`src/rtl/pipeline_stall_controller.sv`:
```
// Central stall/flush sequencer for the 5-stage pipeline.
// Owns every PC hold, IF/ID hold/flush and ID/EX bubble decision:
// load-use hazards, taken-branch flushes and multi-cycle op sequencing.
module pipeline_stall_controller #(
  parameter int unsigned MC_LATENCY = 32,
  parameter int unsigned CNT_W      = 16
) (
  input  logic             clk,
  input  logic             reset,
  input  logic             ID_EXE_MemRead,
  input  logic [4:0]       IF_ID_rs1,
  input  logic [4:0]       IF_ID_rs2,
  input  logic [4:0]       ID_EXE_rd,
  input  logic             ID_mc_op,
  input  logic             EX_branch_taken,
  output logic             PC_Write,
  output logic             IF_ID_REG_Write,
  output logic             IF_ID_flush,
  output logic             control_MUX_select,
  output logic             mc_start,
  output logic             mc_kill,
  output logic             mc_busy,
  output logic [CNT_W-1:0] stall_count
);

  // Down-counter is at least one bit wide so MC_LATENCY=1 still gets one wait cycle.
  localparam int unsigned McCntW = (MC_LATENCY > 1) ? $clog2(MC_LATENCY) : 1;
  localparam logic [McCntW-1:0] McLoad = McCntW'(MC_LATENCY - 1);
  localparam logic [CNT_W-1:0]  StallMax = {CNT_W{1'b1}};

  typedef enum logic [1:0] {
    StRun    = 2'd0,
    StMcWait = 2'd1,
    StMcDone = 2'd2
  } state_e;

  state_e              r_state;
  state_e              w_state_d;
  logic [McCntW-1:0]   r_mc_cnt;
  logic [McCntW-1:0]   w_mc_cnt_d;
  logic [CNT_W-1:0]    r_stall_count;

  logic w_lu;
  logic w_pc_write;
  logic w_ifid_write;
  logic w_flush;
  logic w_mux_sel;
  logic w_start;
  logic w_kill;
  logic w_busy;

  // Load-use hazard: EX load writes a register that the ID instruction reads (x0 excluded).
  assign w_lu = ID_EXE_MemRead && (ID_EXE_rd != 5'd0) &&
                ((ID_EXE_rd == IF_ID_rs1) || (ID_EXE_rd == IF_ID_rs2));

  // Next-state and combinational control decode from current state and hazard inputs.
  always_comb begin
    w_state_d    = r_state;
    w_mc_cnt_d   = r_mc_cnt;
    w_pc_write   = 1'b1;
    w_ifid_write = 1'b1;
    w_flush      = 1'b0;
    w_mux_sel    = 1'b0;
    w_start      = 1'b0;
    w_kill       = 1'b0;
    w_busy       = 1'b0;
    unique case (r_state)
      StRun: begin
        if (EX_branch_taken) begin
          // Branch wins over everything; wrong-path ID instruction is squashed.
          w_flush   = 1'b1;
          w_mux_sel = 1'b1;
        end else if (w_lu) begin
          w_pc_write   = 1'b0;
          w_ifid_write = 1'b0;
          w_mux_sel    = 1'b1;
        end else if (ID_mc_op) begin
          w_start      = 1'b1;
          w_pc_write   = 1'b0;
          w_ifid_write = 1'b0;
          w_mux_sel    = 1'b1;
          w_mc_cnt_d   = McLoad;
          w_state_d    = StMcWait;
        end
      end
      StMcWait: begin
        if (EX_branch_taken) begin
          // The op in ID is on the wrong path: abort the unit and flush.
          w_kill    = 1'b1;
          w_flush   = 1'b1;
          w_mux_sel = 1'b1;
          w_state_d = StRun;
        end else begin
          w_busy       = 1'b1;
          w_pc_write   = 1'b0;
          w_ifid_write = 1'b0;
          w_mux_sel    = 1'b1;
          if (r_mc_cnt == '0) begin
            w_state_d = StMcDone;
          end else begin
            w_mc_cnt_d = r_mc_cnt - McCntW'(1);
          end
        end
      end
      StMcDone: begin
        // One release cycle lets the op advance into EX; new hazards are not looked at here.
        if (EX_branch_taken) begin
          w_flush   = 1'b1;
          w_mux_sel = 1'b1;
        end
        w_state_d = StRun;
      end
      default: begin
        w_state_d = StRun;
      end
    endcase
  end

  // FSM state and multi-cycle down-counter.
  always_ff @(posedge clk or posedge reset) begin
    if (reset) begin
      r_state  <= StRun;
      r_mc_cnt <= '0;
    end else begin
      r_state  <= w_state_d;
      r_mc_cnt <= w_mc_cnt_d;
    end
  end

  // Saturating count of cycles in which the PC was held.
  always_ff @(posedge clk or posedge reset) begin
    if (reset) begin
      r_stall_count <= '0;
    end else if (!w_pc_write && (r_stall_count != StallMax)) begin
      r_stall_count <= r_stall_count + CNT_W'(1);
    end
  end

  // Reset forces outputs to their idle values; the multi-cycle unit shares this reset,
  // so no kill pulse is needed.
  assign PC_Write           = reset | w_pc_write;
  assign IF_ID_REG_Write    = reset | w_ifid_write;
  assign IF_ID_flush        = ~reset & w_flush;
  assign control_MUX_select = ~reset & w_mux_sel;
  assign mc_start           = ~reset & w_start;
  assign mc_kill            = ~reset & w_kill;
  assign mc_busy            = ~reset & w_busy;
  assign stall_count        = r_stall_count;

endmodule
```
`config.mk`:
```
export PLATFORM = sky130hd
export DESIGN_NAME = pipeline_stall_controller
export DESIGN_NICKNAME = d
export VERILOG_FILES = /design/src/rtl/pipeline_stall_controller.sv
export SDC_FILE = /design/constraint.sdc
export NUM_CORES = 1
export LEC_CHECK = 0
export BUFFER_PORTS_ARGS = -buffer_cell sky130_fd_sc_hd__buf_2
export CORE_ASPECT_RATIO = 1.25
export CORE_MARGIN = 2
export CORE_UTILIZATION = 30
export CTS_BUF_LIST = sky130_fd_sc_hd__clkbuf_4 sky130_fd_sc_hd__clkbuf_8 sky130_fd_sc_hd__clkbuf_16
export CTS_CLUSTER_DIAMETER = 100
export DETAILED_ROUTE_END_ITERATION = 7
export PLACE_DENSITY = 0.55
export SLEW_MARGIN = 20
export SYNTH_ARGS = -nofsm -noshare
export SYNTH_HDL_FRONTEND = slang
export SYNTH_SLANG_ARGS = --single-unit
export TNS_END_PERCENT = 30
```
`constraint.sdc`:
```
create_clock -name clk -period 3.9 [get_ports clk]
set_input_delay 0.195 -clock clk [delete_from_list [all_inputs] [get_ports clk]]
set_output_delay 0.195 -clock clk [all_outputs]
set_load 0.02 [all_outputs]
```
=== Word-level counts from Yosys, hierarchy flattened ===
Cells that the tools add are included.

* Register bits after elaboration: 23
* Output and inout port bits: 23
* Word-level logic and storage cells: 63

* Add/sub/neg operators: 2
* Eq/ne operators: 11
* Mux-type cells: 28
* Bitwise operators: 7
* Reduce and logical (&&, ||, !) cells: 12

{| class="wikitable"
|+ Operators with widths
! kind !! count
|-
| two-way mux 5 bit || 5
|-
| adder 16 x 1 -> 16 bit, second input constant || 1
|-
| != test 16 bit, second input constant || 1
|-
| two-way mux 1 bit || 14
|-
| equality test 5 bit || 2
|-
| two-way mux 2 bit || 5
|-
| != test 2 bit, second input constant || 5
|-
| case mux 5 bit (2 select lines) || 1
|-
| AND reduction 6 bit || 1
|-
| bitwise AND 1 bit || 5
|-
| logical NOT 5 bit || 1
|-
| nonzero test 5 bit || 1
|-
| subtractor 5 x 1 -> 5 bit, second input constant || 1
|-
| case mux 2 bit (2 select lines) || 1
|-
| AND reduction 4 bit || 1
|-
| logical AND 1 bit || 3
|-
| != test 3 bit, second input constant || 1
|-
| case mux 1 bit (3 select lines) || 1
|-
| OR reduction 3 bit || 1
|-
| equality test 2 x 1 -> 1 bit, second input constant || 1
|-
| equality test 2 bit, second input constant || 1
|-
| logical NOT 2 bit || 1
|-
| case mux 1 bit (2 select lines) || 1
|-
| nonzero test 2 bit || 1
|-
| 4 further kinds || 4
|}

=== Depth between registers and ports, before layout ===
* Depth in word-level cells: 8
* Mapped depth: 9
* Gate-level depth less buffers: 7

=== Least setup slack after synthesis ===
No wires, ideal clock.

* Path type: register -> register
* From: register r_stall_count[0], in the netlist stall_count[0]
* To: register r_stall_count[1], in the netlist stall_count[1]
* Setup time: 0.128 ns
* Data arrival time: 1.880 ns
* Required time: 3.772 ns
* Setup slack: 1.892 ns
* Cell stages (with the launch flop): 9
* Period minus slack after synthesis: 2.008 ns
* Cells stage by stage: dfrtp_1 -> ha_1 -> and3_1 -> and2_4 -> buf_6 -> and4_4 -> a21oi_4 -> nand2_1 -> mux2_1

* Cells in the longest elaborated chain, start to end: 2
* Elaborated cells on any way between the ends: 3
* Classes of those cells: add/sub: 1; eq/ne: 1; reduce/logical: 1

{| class="wikitable"
|+ Ends and longest elaborated chain
! item !! line !! source
|-
| start: declaration || 41 || <nowiki>logic [CNT_W-1:0] r_stall_count;</nowiki>
|-
| start signal: assignment || 135 || <nowiki>r_stall_count <= r_stall_count + CNT_W'(1);</nowiki>
|-
| parallel branches: the longest is 2 deep, another holds adder 16 x 1 -> 16 bit || - ||
|}

Several ways; the timed one is not identified.
A chain may end at the register's enable or synchronous reset.

=== Worst setup path after layout ===
Same ends and word-level chain as after synthesis.

==> flow_results.org <==
** Run status
- The run finished with clean final reports.

** Worst setup path
- STA classifies the critical path startpoint as a flip-flop.
- At the worst endpoint, the required time is 4.05 ns.
- Reg2Reg Depth :: 7
- Of all nets on the critical path, the largest fanout is 12.
- The critical path is of the reg -> reg type.
- The startpoint identified for the worst register-to-register timing path is stall_count[0].
- WP data arrival :: 2.27 ns
- End of the worst register-to-register path :: stall_count[1]
- In this run the register-to-register setup slack is 1.78 ns.
- STA classifies the critical path endpoint as a flip-flop.

** Final layout
- FF/Latch Area :: 575.6 sq um
- Ant. Diodes :: 0
- After filler insertion, the fill cell instance count of the layout stands at 481.
- Net count reported at finish :: 216
- With fillers left out, the area of the finished cells amounts to 1709 sq um.
- Fraction of layout instances using a drive strength above 1 :: 0.2604
- Summing all multi-input logic gate instances after layout gives 783.3 sq um.
- At the end of the flow the core is filled with cells to 0.3668.
- Syn-to-layout area delta :: 18.89%

** Floorplanning
- Horizontal die dimension :: 65.92 um
- Starting density of the core :: 0.3085
- The core region is 4659 sq um.
- In this run the vertical extent of the chip is 81.40 um.
- Floorplan die area :: 5365 sq um
- IO Pins :: 43
- The floorplan has 28 rows.

** Power and ir drop
- In this run the power density over the cells is 435.5 nW/um^2.
- Power comes to 744.4 uW.
- Static leakage power :: 0.7820 nW
- Across the VDD grid, the largest voltage drop is 0.0001996 V.

** Synthesis
- Synthesis produced 153 cells.
- A synthesized cell averages 9.396 sq um.
- Primary flip-flop cell chosen by synthesis mapping :: dfrtp_1
- Flop and latch count out of synthesis :: 23
- Synthesized net count :: 176
- Synth warnings :: 0
- The share of the Yosys chip area taken by registers is 0.4003.
- Yosys mapped the design onto 37 distinct sky130hd cell types.
- Number of flops mapped to enable cells by yosys :: 0
- Of all flip-flops after synthesis, the portion carrying an async set or reset was 1.000.
- The mapped netlist covers 1438 sq um.

** Timing
- Headroom to the max-slew limit came out at 0.3995.
- Setup repair after global routing left no endpoint under its margin.
- Layout Skew :: 0.004147 ns
- The max-slew violation count was 0.
- Count of final hold-check violations :: 0
- Share of the clock period used by the worst path after layout :: 0.5427
- Worst hold slack :: 0.1524 ns
- Time the worst path needs with I/O delays and setup :: 2.116 ns
- Setup violations remaining at the end of the flow were counted as 0.
- Fmax achieved :: 0.4725 GHz
- Setup_tns :: 0 ns
- At the pin with the least slew margin, the transition time is 0.8997 ns.

** Drt
- Before antenna repair, the detailed router went through 4 iterations.
- Dividing the detail-routed wire length by the instance count gives 12.18 um.
- Initial detailed-routing violation count :: 29
- The final layout contains routed wiring with a total length of 3070 um.
- In the routed design, unresolved DRC markers number 0.
- Detailed-route via count :: 1,219
- Via density :: 4.837
- Number of routed nets with antenna violations :: 0

** Clock network
- The number of gates resized after CTS was 0.
- Clock-pin slew on the worst setup and hold paths :: 0.09 ns
- Longest Clk Path Bufs :: 2
- CTS saw 23 sinks.
- Setup repair bufs after CTS :: 0
- Clock tree from TritonCTS :: built
- Clock network latency to the later pin of the worst-skew pair :: 0.26 ns
- CTS built an H-tree with a depth of 1.
- TritonCTS created 3 clock buffers.
- In this run, post-CTS hold repair placed 0 buffers.
- In this run the clock root is driven by a clkbuf_8.

** Run
- Reported max-cap violation count :: 0

** Global route
- Total global routing overflow :: 0
- The number of antenna violations at the first check in global routing is 0.
- Total global-route track usage :: 0.1153
- Entering global routing, the biggest net connects 25 pins.
- The via count of the first global-routing pass came to 1,102.
- The first global-routing pass estimated 5023 um of wire.

** Worst hold path
- Worst hold-check path type :: in -> async

** Placement
- Routability-driven placement finished with a final weighted congestion of 0.8266.
- Input/output buffers :: 42
- The HPWL after detailed placement is 2349 um.
- Post-Place Cell Area :: 1663 sq um
[synthesized netlist by cell type, types with 2 or more instances]
cell type | n | share of area
nand2_1 | 14 | 0.037
ha_1 | 3 | 0.026
nor3_1 | 4 | 0.014
nor4b_1 | 2 | 0.012
buf_6 | 4 | 0.031
xnor2_1 | 23 | 0.14
and3_1 | 8 | 0.035
nand4_1 | 4 | 0.017
nand3_1 | 15 | 0.052
inv_1 | 5 | 0.013
clkbuf_1 | 2 | 0.0052
mux2i_1 | 2 | 0.014
a21oi_1 | 6 | 0.021
dfrtp_1 | 23 | 0.40
nor2_1 | 13 | 0.034
a31oi_1 | 2 | 0.0087
o21ai_0 | 3 | 0.010
[final cells by class]
cell class	instances	area share
clock inverters	1	0.002928
well taps	60	0.04392
clock buffers	3	0.02416
multi-input cells	118	0.4583
repair buffers	42	0.1230
inverters	5	0.01098
flip-flops and latches	23	0.3367
[worst max-delay path by stage]
stage / startpoint / endpoint / cells after the start
finish: stall_count[0] / stall_count[1] / 7
global placement: stall_count[0] / stall_count[1] / 7
detailed placement: stall_count[0] / stall_count[1] / 7
global route: ID_EXE_rd[4] / control_MUX_select / 8
CTS: stall_count[0] / stall_count[1] / 7
floorplan: stall_count[0] / stall_count[1] / 8
[per-layer routing]
| metal | up-vias | GRT usage | part of all wire | wire [um] |
|---|---|---|---|---|
| met5 | - | 0 | 0 | 0 |
| met3 | 2 | 0.01801 | 0.040 | 124 |
| met2 | 25 | 0.2061 | 0.50 | 1546 |
| met4 | 0 | 0.006250 | 0.0020 | 6 |
| met1 | 582 | 0.1525 | 0.45 | 1393 |
| li1 | 610 | - | - | - |
[cells by family (layout without fill, tap and decap cells)]
group                    after synthesis  count (layout)  synth area share
AO/OA/AOI/OAI                         19              19           0.09226
XOR/XNOR                              23              23            0.1401
adder cells (fa/ha/maj)                3               3           0.02611
buffers and inverters                 12              51           0.05483
flip-flops                            23              23            0.4003
multiplexers                           3               3           0.02176
AND/OR/NAND/NOR                       70              70            0.2646
[critical path, cell delays in order, from the launching register on]
cell and delay, ns:
dfrtp_1 0.42, ha_1 0.22, and3_1 0.19, and2_4 0.18
and4_4 0.21, a21oi_4 0.28, nand2_1 0.15, mux2_1 0.35
[sequential cells by signal (all words and copies together) (netlist names)]
signal       count
stall_count     16
r_state          2
r_mc_cnt         5
[cell usage in the layout (no fill, tap or decap), types with 4 or more instances in the layout]
cell type	Yosys	final
buf_2	0	42
xnor2_1	23	23
dfrtp_1	23	23
nand3_1	15	15
nand2_1	14	14
nor2_1	13	13
and3_1	8	8
a21oi_1	6	6
inv_1	5	5
nor3_1	4	4
nand4_1	4	4
[power by group]
part	switching, mW	internal [mW]
Clock	0.0793	0.0712
Sequential	0.0637	0.291
Combinational	0.135	0.105
Total	0.278	0.467
[through the flow]
step	cells	worst slack, ns
floorplan	153	1.892
global placement	248	1.822
detailed placement	248	1.775
CTS	252	1.758
global route	252	1.649
finish	252	1.784
(Power assumes the default switching activity.)
